[config.mk]
export PLATFORM = sky130hd
export DESIGN_NAME = fht_loader
export DESIGN_NICKNAME = d
export VERILOG_FILES = /design/src/rtl/fht_loader_pkg.sv /design/src/rtl/fht_loader_bitrev.sv /design/src/rtl/fht_loader.sv
export SDC_FILE = /design/constraint.sdc
export NUM_CORES = 1
export LEC_CHECK = 0
export CORE_UTILIZATION = 55
export CTS_CLUSTER_DIAMETER = 150
export CTS_CLUSTER_SIZE = 40
export DETAILED_ROUTE_END_ITERATION = 10
export DONT_BUFFER_PORTS = 1
export PLACE_DENSITY_LB_ADDON = 0.08
export SETUP_SLACK_MARGIN = 0.3
export SYNTH_ARGS = -nofsm -noshare
export SYNTH_HDL_FRONTEND = slang
export SYNTH_HIERARCHICAL = 1
export SYNTH_SLANG_ARGS = --single-unit
[constraint.sdc]
create_clock -name iCLK -period 1.82 [get_ports iCLK]
set_input_delay 0.364 -clock iCLK [delete_from_list [all_inputs] [get_ports iCLK]]
set_output_delay 0.364 -clock iCLK [all_outputs]
set_load 0.01 [all_outputs]
[src/rtl/fht_loader_pkg.sv]
// fht_loader_pkg: shared constants for the FHT input loader.
// Loader FSM encodings, ready-guard length and index-width helpers.
package fht_loader_pkg;

   localparam logic [1:0] LD_IDLE  = 2'd0;
   localparam logic [1:0] LD_LOAD  = 2'd1;
   localparam logic [1:0] LD_START = 2'd2;
   localparam logic [1:0] LD_BUSY  = 2'd3;

   // Cycles after iSTART during which a stale core ready is ignored
   localparam logic [1:0] RDY_GUARD = 2'd2;

   // Frame index width: 4 banks of 2^a_bit words
   function automatic int idx_bits(input int a_bit);
      return a_bit + 2;
   endfunction

   function automatic int bank_size(input int a_bit);
      return 1 << a_bit;
   endfunction

endpackage

[src/rtl/fht_loader_bitrev.sv]
// fht_loader_bitrev: combinational bit reversal of a W-bit index.
// Ports: iIDX (W) index in, oIDX (W) reversed index out.
module fht_loader_bitrev #(
   parameter int W = 5
) (
   input  logic [W-1:0] iIDX,
   output logic [W-1:0] oIDX
);

   for (genvar i = 0; i < W; i++) begin : g_rev
      assign oIDX[i] = iIDX[W-1-i];
   end

endmodule

[src/rtl/fht_loader.sv]
// fht_loader: streams ADC samples into FHT core bank RAM, then starts it.
// Ports: iCLK, iRESET (sync, low), iEN arm, iVALID/iSAMPLE/oREADY stream,
//   oWE/oADDR_WR/oDATA core load port, oSTART/iRDY core control,
//   oBUSY, oDONE pulse, oFRAME_CNT completed frames.
module fht_loader
   import fht_loader_pkg::*;
#(
   parameter int D_BIT   = 16,
   parameter int ADC_BIT = 12,
   parameter int A_BIT   = 3,
   parameter int BIT_REV = 1
) (
   input  logic               iCLK,
   input  logic               iRESET,
   input  logic               iEN,
   input  logic               iVALID,
   input  logic [ADC_BIT-1:0] iSAMPLE,
   output logic               oREADY,
   output logic [3:0]         oWE,
   output logic [A_BIT-1:0]   oADDR_WR,
   output logic [D_BIT-1:0]   oDATA,
   output logic               oSTART,
   input  logic               iRDY,
   output logic               oBUSY,
   output logic               oDONE,
   output logic [15:0]        oFRAME_CNT
);

   localparam int IW = idx_bits(A_BIT);

   logic [1:0]       r_state;
   logic [IW-1:0]    r_cnt;
   logic [1:0]       r_guard;
   logic [3:0]       r_we;
   logic [A_BIT-1:0] r_addr;
   logic [D_BIT-1:0] r_data;
   logic             r_start;
   logic             r_done;
   logic [15:0]      r_frame_cnt;

   logic             w_acc;
   logic             w_last;
   logic [IW-1:0]    w_rev;
   logic [IW-1:0]    w_idx;
   logic [D_BIT-1:0] w_ext;

   fht_loader_bitrev #(
      .W (IW)
   ) u_bitrev (
      .iIDX (r_cnt),
      .oIDX (w_rev)
   );

   assign w_acc  = (r_state == LD_LOAD) & iVALID;
   assign w_last = (r_cnt == {IW{1'b1}});
   assign w_idx  = (BIT_REV != 0) ? w_rev : r_cnt;
   // Signed cast replicates the MSB; equal widths pass straight through
   assign w_ext  = D_BIT'($signed(iSAMPLE));

   always_ff @(posedge iCLK) begin
      if (!iRESET) begin
         r_state     <= LD_IDLE;
         r_cnt       <= '0;
         r_guard     <= '0;
         r_we        <= '0;
         r_addr      <= '0;
         r_data      <= '0;
         r_start     <= 1'b0;
         r_done      <= 1'b0;
         r_frame_cnt <= '0;
      end else begin
         r_we    <= '0;
         r_start <= 1'b0;
         r_done  <= 1'b0;

         if (w_acc) begin
            r_we   <= 4'b0001 << w_idx[1:0];
            r_addr <= w_idx[IW-1:2];
            r_data <= w_ext;
            r_cnt  <= r_cnt + 1'b1;
         end

         unique case (r_state)
            LD_IDLE: begin
               if (iEN)
                  r_state <= LD_LOAD;
            end
            LD_LOAD: begin
               // Counter rolls over to 0 on its own at the last accept
               if (w_acc && w_last)
                  r_state <= LD_START;
            end
            LD_START: begin
               r_start <= 1'b1;
               r_guard <= '0;
               r_state <= LD_BUSY;
            end
            LD_BUSY: begin
               if (r_guard != RDY_GUARD) begin
                  r_guard <= r_guard + 1'b1;
               end else if (iRDY) begin
                  r_done      <= 1'b1;
                  r_frame_cnt <= r_frame_cnt + 16'd1;
                  r_state     <= iEN ? LD_LOAD : LD_IDLE;
               end
            end
            default: r_state <= LD_IDLE;
         endcase
      end
   end

   assign oREADY     = (r_state == LD_LOAD);
   assign oBUSY      = (r_state == LD_BUSY);
   assign oWE        = r_we;
   assign oADDR_WR   = r_addr;
   assign oDATA      = r_data;
   assign oSTART     = r_start;
   assign oDONE      = r_done;
   assign oFRAME_CNT = r_frame_cnt;

endmodule

Yosys cells after proc, flatten, opt, wreduce, memory -nomap -nowiden:

Index checks and enable logic that the tools add are counted.
Widths: inputs -> output; s select.

* register bits after elaboration: 46
* bits of input ports: 17
* output and inout port bits: 43
* word-level logic and storage cells: 45

* add/subtract/negate cells: 3
* equality and inequality tests: 10
* shift operators: 1
* muxes and demuxes: 10
* bitwise operators: 4
* reductions and logical operators: 8

Operators with widths (number)
* $add 16x1->16 const B: 1
* $mux 2: 5
* $ne 2x2->1 const B: 4
* $pmux 2 s4: 1
* $add 5x1->5 const B: 1
* $eq 5x5->1 const B: 1
* $eq 2x2->1 const B: 2
* $ne 2x1->1 const B: 2
* $pmux 2 s2: 1
* $reduce_and 2->1: 2
* $reduce_and 4->1: 1
* $shl 1x2->4 const A: 1
* $mux 1: 3
* $not 1->1: 3
* $reduce_and 3->1: 1
* $reduce_or 3->1: 1
* $add 2x1->2 const B: 1
* $eq 2x1->1 const B: 1
* $logic_not 2->1: 1
* $reduce_bool 2->1: 1
* $and 1x1->1: 1
* $logic_and 1x1->1: 1

Logic depth before layout (Yosys ltp):

Gate-level depths: netlist of the first run.

* depth in word-level cells: 5
* depth in mapped cells: 7
* depth with buffers taken out: 7

Cells and area by module:

The synthesis of the first run kept the hierarchy.

Modules (own cells, without submodules)
* fht_loader: times used 1, cells an instance 221, area an instance 1890.6 sq um, seq. area each 920.9 sq um
* fht_loader_bitrev: times used 1, cells an instance 5, area an instance 37.5 sq um, seq. area each 0.0 sq um

Worst setup path after synthesis of the first run:

OpenSTA, ideal clock, no wires.

* path kind: reg2reg
* start: reg r_state[1]
* end: reg r_frame_cnt[15], in the netlist oFRAME_CNT[15]
* library setup time: 70 ps
* arrival time: 1923 ps
* data required time: 1750 ps
* path slack: -174 ps
* cell stages (with the launch flop): 7
* buffers on the path: 1
* period minus slack after synthesis: 1994 ps
* path through: dfxtp_1 ha_1 nand3_2 or3_1 buf_2 or4_1 a21oi_1

* longest elaborated chain between the ends: 2

RTL lines
* from (decl): line fht_loader.sv:31 `logic [1:0] r_state;`
* from (signal assigned): line fht_loader.sv:104 `r_state <= iEN ? LD_LOAD : LD_IDLE;`
* $eq 2x2->1
* via oBUSY: line fht_loader.sv:24 `output logic oBUSY,`
* $reduce_and 3->1 (no source line)
* to (signal assigned): line fht_loader.sv:103 `r_frame_cnt <= r_frame_cnt + 16'd1;`
* to (decl): line fht_loader.sv:39 `logic [15:0] r_frame_cnt;`

The timed path passes the listed nets, and every way through them passes these cells.
A chain may end at the register's enable or synchronous reset.

Worst setup path after layout of the first run:

* start: reg r_cnt[0]
* end: reg r_state[1]

* longest elaborated chain between the ends: 4

RTL lines
* from (decl): line fht_loader.sv:32 `logic [IW-1:0] r_cnt;`
* from (signal assigned): line fht_loader.sv:80 `r_cnt <= r_cnt + 1'b1;`
* $eq 5x5->1: line fht_loader.sv:55 `assign w_last = (r_cnt == {IW{1'b1}});`
* $logic_and 1x1->1: line fht_loader.sv:90 `if (w_acc && w_last)`
* $ne 2x1->1 (no source line)
* $reduce_and 4->1 (no source line)

No other way between the ends.

==> summary.md, run 1 <==
| Metric | Value |
|---|---|
| Layout Nets | roughly 260 |
| Period utilization | 0.964 |
| # IOs | 60 |
| YS warnings | 6 |
| Antenna Cells | 0 |
| Largest net degree at the start of global routing | between 40 and 50 |
| Worst slew pin tran | 0.506 ns |
| Final std cells w/o fill | between 200 and 300 |
| Total of max-cap violations | 0 |
| Sequential fraction of the synthesis area | 0.478 |
| EDFF count, synth | 0 |
| Routed wire length per instance | about 14 µm |
| Startpoint types | flip-flop |
| FP Rows | 21 |
| Relative slew slack | 0.663 |
| Die area | 3750 µm² |
| Layout cell share with drive strength beyond 1 | 0.259 |
| Design area | 2290 µm² |
| Worst r2r dst | r_state[1] |
| Initial antenna violation count | 0 |
| Number of global-route vias before repair | 1,262 |
| Placed Cells | between 200 and 300 |
| Yosys reg bits | 46 |
| Syn Area/Cell | between 8 and 9 µm² |
| Max clock buf depth | 2 |
| PD cells | roughly 1000 nW/µm² |
| # setup viols final | 0 |
| Worst Hold Class | primary input to flip-flop |
| GR Util met3 | 0.0756 |
| DRC viols | 0 |
| Critical Path Source | r_cnt[0] |
| R2R Path Start | r_cnt[0] |
| Worst hold stages | 2 |
| DIE HEIGHT | 61.2 µm |
| Crit path max-delay cell type | dfxtp_2 |
| GRT met2 Usage | 0.351 |
| Clock skew after layout | around 0.0074 ns |
| Initial core utilization | 0.578 |
| Worst-path clk slew | 0.13 ns |
| # fillers | around 280 |
| Number of I/O port buffers | 0 |
| Global route overflow | 0 |
| Area post-placement | between 2000 and 2500 µm² |
| Mapped Area | 1930 µm² |
| Unrepaired setup endpoints after global routing | yes |
| Synth top area cells | dfxtp_1, nand2_1, a21oi_1, ha_1, nor2_1 |
| Fmax | ~570 MHz |
| Critical path type | flip-flop to flip-flop |
| Final Hold Vio Count | 0 |
| Vias per cell | between 5 and 6 |
| RePlAce Congestion | 0.720 |
| Worst Hold Launch | iSAMPLE[4] |
| Netlist cell types | 33 |
| CTS tree | yes |
| GRT Max-Usage Layer | met2 |
| All-Layer GR Usage | 0.211 |
| Post-DP HPWL | 2.57 mm |
| Yosys top cell area share | 0.478 |
| Core ar. | between 3000 and 4000 µm² |
| Async SR Flop Fraction | 0 |
| Fin Setup TNS | 0 ns |
| Post-synth top flop | dfxtp_1 |
| Drt pass-1 iters | 4 |
| Worst r2r path cells | 8 |
| Drt total wl | between 3 and 4 mm |
| First-pass GRT wire length | 5.62 mm |
| Final min period | 1.75 ns |
| Worst Path Max Fanout | 2 |
| Hold endpoint | oDATA[4] |
| Total CTS buffers | 5 |
| Sink Count | 46 |
| Worst path max stage delay | between 0.3 and 0.4 ns |
| Status | finished, final reports clean |
| Via Count | roughly 1,500 |
| FF+latch area | ~930 µm² |
| Met1 usage | 0.249 |
| Worst vdd ir | about 0.64 mV |
| CP required | just over 2 ns |
| CP dominant cell by count | ha_4 |
| Clock root buffer | clkbuf_4 |
| Top cell type by total area after synthesis | dfxtp_1 |
| Lkg Pwr | approximately 0.83 nW |
| Die X | approximately 61 µm |
| CP Capture Type | flip-flop |
| Area growth syn-to-layout | 18.9% |
| DRT iter0 DRCs | 37 |
| CP Cell Sequence | ha_4 -> and3_4 -> ha_4 -> nand2_2 -> a222oi_1 -> buf_4 -> mux2i_1 -> nor2_1 |
| Syn_nets | 251 |
| R2r setup slk | 0.07 ns |
| Final Max Slew Viols | 0 |
| Mapped Cells | 226 |
| Final ANT Viol Nets | 0 |
| Final Core Density | 0.687 |
| CTS H-tree depth | 2 |
| Clk_lat worst skew | ~0.37 ns |
| Crit path DAT | between 2 and 2.5 ns |
| Multi-input gate area | roughly 1000 µm² |
| Total design power | 2.38 mW |
==> through the flow <==
step           hold slack (ns)  setup slack [ns]
6_report                 0.116            0.0656
5_1_grt                 0.0888            -0.101
4_1_cts                  0.106            0.0919
3_5_place_dp             0.477            0.0667
3_3_place_gp             0.463             0.165
2_1_floorplan            0.454            0.0726
==> routing by layer <==
| layer | up-vias | routed length (µm) |
|---|---|---|
| met2 | 54 | 1980 |
| met4 | 0 | 44 |
| met3 | 7 | 278 |
| li1 | 777 | - |
| met1 | 697 | 1620 |
| met5 | - | 0 |
==> critical path: cells and delay by family, from the launching register on <==
kind,cells,cell delay (ns)
muxes,1,0.19
AOI/OAI and AO/OA,1,0.35
DFF,1,0.38
and+or+nand+nor,3,0.28
buffers and inverters,1,0.20
adders and majority gates,2,0.26
==> placed cells by master, fill, tap and decap left out, drive strengths merged <==
cell type	instances
or4	1
buf	24
ha	8
clkinv	1
clkbuf	5
nor4	1
nor4b	1
and4	4
o21ai	6
a211oi	1
or3	5
a222oi	1
and3	4
o31ai	1
nand4	4
dfxtp	46
nor2	19
nor3	1
xnor2	5
a221oi	1
inv	7
xor2	8
or2b	1
a21oi	25
and2	2
nor3b	2
mux2i	1
nand3	7
bufinv	1
nand2	46
==> layout make-up <==
class / count / share of cell area
repair buffers: 24 / 0.0867
multi-input cells: 155 / 0.436
well taps: 46 / 0.0251
clock inverters: 3 / 0.0191
inverters: 6 / 0.00982
flip-flops and latches: 46 / 0.407
clock buffers: 5 / 0.0164
==> cell families (layout without fill, tap and decap cells) <==
family / Yosys count / count (layout) / share of synthesized area
adders and majority gates: 8 / 8 / 0.0519
buffers and inverters: 25 / 38 / 0.0668
DFF: 46 / 46 / 0.478
muxes: 1 / 1 / 0.00519
AOI/OAI and AO/OA: 35 / 35 / 0.0980
and+or+nand+nor: 98 / 98 / 0.241
xor gates and xnor gates: 13 / 13 / 0.0591
==> how the worst max path moves through the flow <==
stage | endpoint | slack, ns | cells after the start
6_report | r_state[1] | 0.07 | 8
5_1_grt | r_state[1] | -0.10 | 8
4_1_cts | r_state[1] | 0.09 | 8
3_5_place_dp | r_state[0] | 0.07 | 7
3_3_place_gp | r_state[1] | 0.17 | 8
2_1_floorplan | oFRAME_CNT[15] | 0.07 | 6
==> state kept, by name, indices dropped and copies added (netlist names) <==
| signal | flops |
|---|---|
| r_guard | 2 |
| oWE | 4 |
| oADDR_WR | 3 |
| r_cnt | 5 |
| r_state | 2 |
| oSTART | 1 |
| oDATA | 12 |
| oFRAME_CNT | 16 |
| oDONE | 1 |
==> report_power, final <==
| part | switching (mW) | internal, mW |
|---|---|---|
| registers | 0.0950 | 1.10 |
| logic | 0.311 | 0.248 |
| clock network | 0.341 | 0.292 |
| total | 0.747 | 1.64 |
==> synth_stat cells, types with 2 or more instances <==
cell / n
dfxtp_1: 46
nand2_1: 46
a21oi_1: 25
nor2_1: 19
buf_4: 9
clkbuf_1: 9
ha_1: 8
xor2_1: 8
inv_1: 6
nand3_1: 6
o21ai_0: 6
or3_1: 5
xnor2_1: 5
nand4_1: 4
and3_1: 3
and4_1: 3
nor3b_1: 2
==> timing repair <==
item | CTS | global route
setup buffers | 6 | 4
hold buffers | 0 | 0
gates resized for setup | 11 | 16
pin swaps | 4 | 6
setup endpoints to repair | 10 | 29
Power figures use the tool's default switching activity.
==> run 2: changes to the inputs <==
--- a/config.mk
+++ b/config.mk
@@ -13,4 +13,5 @@
 export PLACE_DENSITY_LB_ADDON = 0.08
 export SETUP_SLACK_MARGIN = 0.3
+export SLEW_MARGIN = 20
 export SYNTH_ARGS = -nofsm -noshare
 export SYNTH_HDL_FRONTEND = slang
==> constraint.sdc (replaced) <==
create_clock -name iCLK -period 1.82 [get_ports iCLK]
set_input_delay 0.182 -clock iCLK [delete_from_list [all_inputs] [get_ports iCLK]]
set_output_delay 0.182 -clock iCLK [all_outputs]
set_load 0.01 [all_outputs]
==> run 2 against run 1 <==
  * Clock power grew 0.6%
  * Critical path depth is the same
  * Highest routed layer unchanged
  * Die area is the same
  * Final area grew 5.6%
==> summary.md, run 2 (synthesis gave the netlist of run 1 again) <==
| Metric | Value |
|---|---|
| Status | finished, final reports clean |
| # setup viols final | 0 |
| Worst-path clk slew | 0.14 ns |
| Sink Count | 46 |
| Max clock buf depth | 2 |
| Final ANT Viol Nets | 0 |
| Worst slew pin tran | 0.518 ns |
| CTS H-tree depth | 2 |
| Worst Hold Class | primary input to flip-flop |
| Final Max Slew Viols | 0 |
| Max reg flops | 16 |
| Initial core utilization | 0.578 |
| Unrepaired setup endpoints after global routing | yes |
| Clk_lat worst skew | 0.36 ns |
| CP required | between 2 and 2.5 ns |
| Number of global-route vias before repair | ~1,400 |
| # fillers | around 260 |
| Total design power | approximately 2.4 mW |
| Most frequent cells in the layout | nand2_1, dfxtp_1, a21oi_1 |
| Routed wire length per instance | approximately 14 µm |
| Final worst setup slack | approximately 0.048 ns |
| Worst vdd ir | around 0.65 mV |
| Antenna Cells | 0 |
| Logic pwr share | 0.243 |
| FP Rows | 21 |
| Vias per cell | roughly 5.3 |
| Net switching power | roughly 0.76 mW |
| Switching share of power | 0.314 |
| Critical path type | flip-flop to flip-flop |
| DIE HEIGHT | slightly above 60 µm |
| Post-DP HPWL | roughly 2.6 mm |
| Layout Nets | about 280 |
| Final min period | around 1.8 ns |
| # IOs | 60 |
| Via Count | 1,578 |
| Area post-placement | just over 2000 µm² |
| Largest net degree at the start of global routing | 42 |
| Int Pwr | around 1.7 mW |
| Initial antenna violation count | 0 |
| Leading cell type in the layout, fill and taps excluded | nand2_1 |
| Startpoint types | flip-flop |
| Period utilization | 0.974 |
| Worst Path Max Fanout | 2 |
| RePlAce Congestion | 0.720 |
| DRC viols | 0 |
| Crit path DAT | 2.03 ns |
| Global route overflow | 0 |
| DRT iter0 DRCs | between 40 and 50 |
| PD cells | 998 nW/µm² |
| All-Layer GR Usage | 0.217 |
| Design area | 2420 µm² |
| Clock skew after layout | around 0.006 ns |
| Setup WS pre-CTS | between 0.06 and 0.07 ns |
| Relative slew slack | 0.654 |
| Number of I/O port buffers | 0 |
| Die X | about 61 µm |
| CP Capture Type | flip-flop |
| Final Hold Vio Count | 0 |
| Clock power frac | 0.264 |
| CTS tree | yes |
| Core ar. | 3340 µm² |
| Total CTS buffers | 5 |
| Total of max-cap violations | 0 |
| Lkg Pwr | between 0.8 and 0.9 nW |
| Fmax | approximately 560 MHz |
| Drt pass-1 iters | 4 |
| Clock root buffer | clkbuf_4 |
| Drt total wl | 4.10 mm |
| First-pass GRT wire length | 5.84 mm |
| Area growth syn-to-layout | 25.6% |
| Die area | 3750 µm² |
| Sequential share of power | 0.494 |
| Layout cell share with drive strength beyond 1 | 0.233 |
[run 2: changes by cell type in the layout (fill, tap and decap cells not counted), sizes merged]
cell | before | now
dlygate4sd3 | 0 | 14
[run 2: path summary, 6_finish.rpt]
check | start | endpoint | slack (ns) | depth (start not counted)
max | r_cnt[0] | r_state[1] | 0.05 | 8
min | iEN | r_state[0] | 0.17 | 4
max reg2reg | r_cnt[0] | r_state[1] | 0.05 | 8
min reg2reg | r_cnt[3] | oWE[1] | 0.50 | 1
[run 2: stage by stage]
step / hold slack (ns) / setup TNS, ns / instances / utilization
final: 0.169 / 0 / 299 / 0.726
after global routing: 0.166 / -0.130 / 299 / 0.726
after CTS: 0.138 / 0 / 295 / 0.701
after detailed placement: 0.320 / 0 / 267 / 0.608
after global placement: 0.306 / 0 / 267 / 0.608
after floorplan: 0.304 / 0 / 226 / -
[run 2: critical path: stages (launching register included)]
cell and delay (ns):
dfxtp_2 0.38, ha_4 0.14, and3_4 0.18, ha_4 0.12, nand2_2 0.04, a222oi_1 0.35
buf_4 0.20, mux2i_1 0.18, nor2_1 0.06
[run 2: routing by layer]
layer,track usage,part of all wire,routed length [µm]
met1,0.241,0.42,1730
met2,0.376,0.50,2070
met3,0.0798,0.060,246
met4,0.0909,0.014,59
met5,0,0,0
[run 2: timing repair]
action | CTS | global route
hold endpoints to repair | 18 | 0
gates resized for setup | 11 | 13
setup buffers | 6 | 4
pin swaps | 4 | 7
hold buffers | 14 | 0
setup endpoints to repair | 10 | 29
[run 2: power by group through the flow]
| stage | Sequential, mW | Combinational, mW | Clock (mW) |
|---|---|---|---|
| finish | 1.19 | 0.586 | 0.637 |
| global route | 1.21 | 0.652 | 0.683 |
| CTS | 1.19 | 0.560 | 0.641 |
| detailed placement | 1.22 | 0.443 | 0 |
| global placement | 1.21 | 0.409 | 0 |
| floorplan | 1.20 | 0.356 | 0 |
[run 2: area by class of cell]
class | count | area (µm²) | area share
well taps | 46 | 57.6 | 0.0238
flip-flops and latches | 46 | 933 | 0.386
inverters | 6 | 22.5 | 0.00930
clock inverters | 3 | 43.8 | 0.0181
clock buffers | 5 | 37.5 | 0.0155
multi-input cells | 155 | 987 | 0.408
repair buffers | 38 | 339 | 0.140
==> run 3: changes to the inputs <==
Settings changed: TNS_END_PERCENT set to 5.
==> run 3 against run 2 <==
  * Sequential share of layout area grew 1.8 points
  * Clock power shrank 4.1%
  * Wire length grew 1.6%
  * Die area is the same
  * Power shrank 2.7%
  * Clock skew grew 0.014 ns
  * First-iteration DRC count grew 98%
  * Highest routed layer unchanged
  * Final area shrank 4.7%
==> summary.md, run 3 (synthesis gave the netlist of run 1 again) <==
| Metric | Value |
|---|---|
| # IOs | 60 |
| Number of global-route vias before repair | roughly 1,400 |
| Die X | roughly 61 µm |
| Max clock buf depth | 2 |
| Clk_lat worst skew | 0.36 ns |
| Layout Nets | around 270 |
| DRT iter0 DRCs | 91 |
| Largest net degree at the start of global routing | 42 |
| CP delay by family, top | flip-flops |
| Met1 usage | 0.260 |
| GR Util met3 | 0.0672 |
| RePlAce Congestion | about 0.75 |
| PD cells | 1020 nW/µm² |
| Leading cell type in the layout, fill and taps excluded | nand2_1 |
| Global route overflow | 0 |
| Final ANT Viol Nets | 0 |
| Worst Path Max Fanout | 2 |
| Period utilization | 0.960 |
| Drt pass-1 iters | 4 |
| Drt total wl | between 4 and 5 mm |
| CP Capture Type | flip-flop |
| Unrepaired setup endpoints after global routing | yes |
| Fin Setup TNS | 0 ns |
| Crit path buf inv count | 1 |
| Final worst setup slack | 0.0731 ns |
| Max reg flops | 16 |
| Via Count | 1,576 |
| Critical path type | flip-flop to flip-flop |
| Total CTS buffers | 5 |
| Initial antenna violation count | 0 |
| Number of I/O port buffers | 0 |
| Final Hold Vio Count | 0 |
| Core ar. | roughly 3300 µm² |
| Crit path DAT | ~2 ns |
| Lkg Pwr | about 0.82 nW |
| Layout cell share with drive strength beyond 1 | 0.189 |
| Total design power | about 2.4 mW |
| Crit path max-delay cell type | dfxtp_4 |
| Clock root buffer | clkbuf_4 |
| CP Cell Sequence | ha_4 -> and3_4 -> ha_4 -> nand2_2 -> a222oi_1 -> buf_4 -> mux2i_1 -> nor2_1 |
| Routed wire length per instance | 14.4 µm |
| Vias per cell | between 5 and 6 |
| CP dominant cell by count | ha_4 |
| Final min period | between 1.5 and 2 ns |
| Final Max Slew Viols | 0 |
| All-Layer GR Usage | 0.232 |
| Startpoint types | flip-flop |
| First-pass GRT wire length | 6.30 mm |
| Worst-path clk slew | around 0.14 ns |
| Fmax | between 500 and 600 MHz |
| Worst vdd ir | ~0.7 mV |
| Post-DP HPWL | 2.79 mm |
| Worst path max stage delay | ~0.39 ns |
| Total of max-cap violations | 0 |
| # setup viols final | 0 |
| FP Rows | 21 |
| CP required | ~2.1 ns |
| GRT met2 Usage | 0.421 |
| Status | finished, final reports clean |
| CTS tree | yes |
| DIE HEIGHT | roughly 61 µm |
| Antenna Cells | 0 |
| Area growth syn-to-layout | 19.7% |
| GRT Max-Usage Layer | met2 |
| Die area | between 3000 and 4000 µm² |
| CTS H-tree depth | 2 |
| Worst slew pin tran | 0.503 ns |
| Most frequent cells in the layout | nand2_1, dfxtp_1, a21oi_1 |
| Worst Hold Class | primary input to flip-flop |
| Clock skew after layout | 0.0201 ns |
| Relative slew slack | 0.664 |
| Initial core utilization | 0.578 |
| Sink Count | 46 |
| DRC viols | 0 |
| Setup WS pre-CTS | between 0.004 and 0.005 ns |
==> run 3: final timing paths <==
path	startpoint	to	slack (ns)	cells past startpoint
worst min register to register	r_cnt[2]	oADDR_WR[0]	0.51	2
worst max-delay path	r_cnt[0]	r_state[1]	0.07	8
worst max register to register	r_cnt[0]	r_state[1]	0.07	8
worst min-delay path	iRDY	oDONE	0.09	3
==> run 3: cell type report <==
class,count,area (µm²)
fill,264,1030
multi-input combinational,155,968
sequential,46,931
timing repair buffer,28,250
tap,46,57.6
clock buffer,6,41.3
clock inverter,2,37.5
inverter,6,22.5
==> run 3: repair_timing <==
action | 4_1_cts | 5_1_grt
hold buffers | 13 | 0
gates resized for setup | 12 | 16
endpoints found under the setup margin | 30 | 37
setup buffers | 2 | 0
pin swaps | 4 | 10
hold endpoints to repair | 17 | 0
==> run 3: stage by stage <==
| stage | area, µm² | util | std cells | hold slack, ns |
|---|---|---|---|---|
| 4_1_cts | 2270 | 0.681 | 289 | 0.0657 |
| 6_report | 2310 | 0.692 | 289 | 0.0896 |
| 2_1_floorplan | 1950 | - | 226 | 0.304 |
| 5_1_grt | 2310 | 0.692 | 289 | 0.0844 |
| 3_5_place_dp | 1990 | 0.597 | 266 | 0.317 |
| 3_3_place_gp | 1990 | 0.597 | 266 | 0.306 |
==> run 3: worst reg2reg max path, delay by kind of cell (launching register included) <==
kind / cells / cell delay (ns)
muxes: 1 / 0.17
and+or+nand+nor: 3 / 0.27
DFF: 1 / 0.39
AOI/OAI and AO/OA: 1 / 0.37
adders and majority gates: 2 / 0.26
buffers and inverters: 1 / 0.20
==> run 3: where the power goes <==
part / total, mW / internal [mW] / switching (mW)
Sequential: 1.20 / 1.10 / 0.102
Clock: 0.611 / 0.290 / 0.321
Combinational: 0.544 / 0.239 / 0.304
Total: 2.35 / 1.62 / 0.727
==> run 3: routing by layer <==
layer  routed length, µm  up-vias
met5                   0        -
met4                  36        0
met3                 266        6
li1                    -      784
met2                2180       51
met1                1680      735
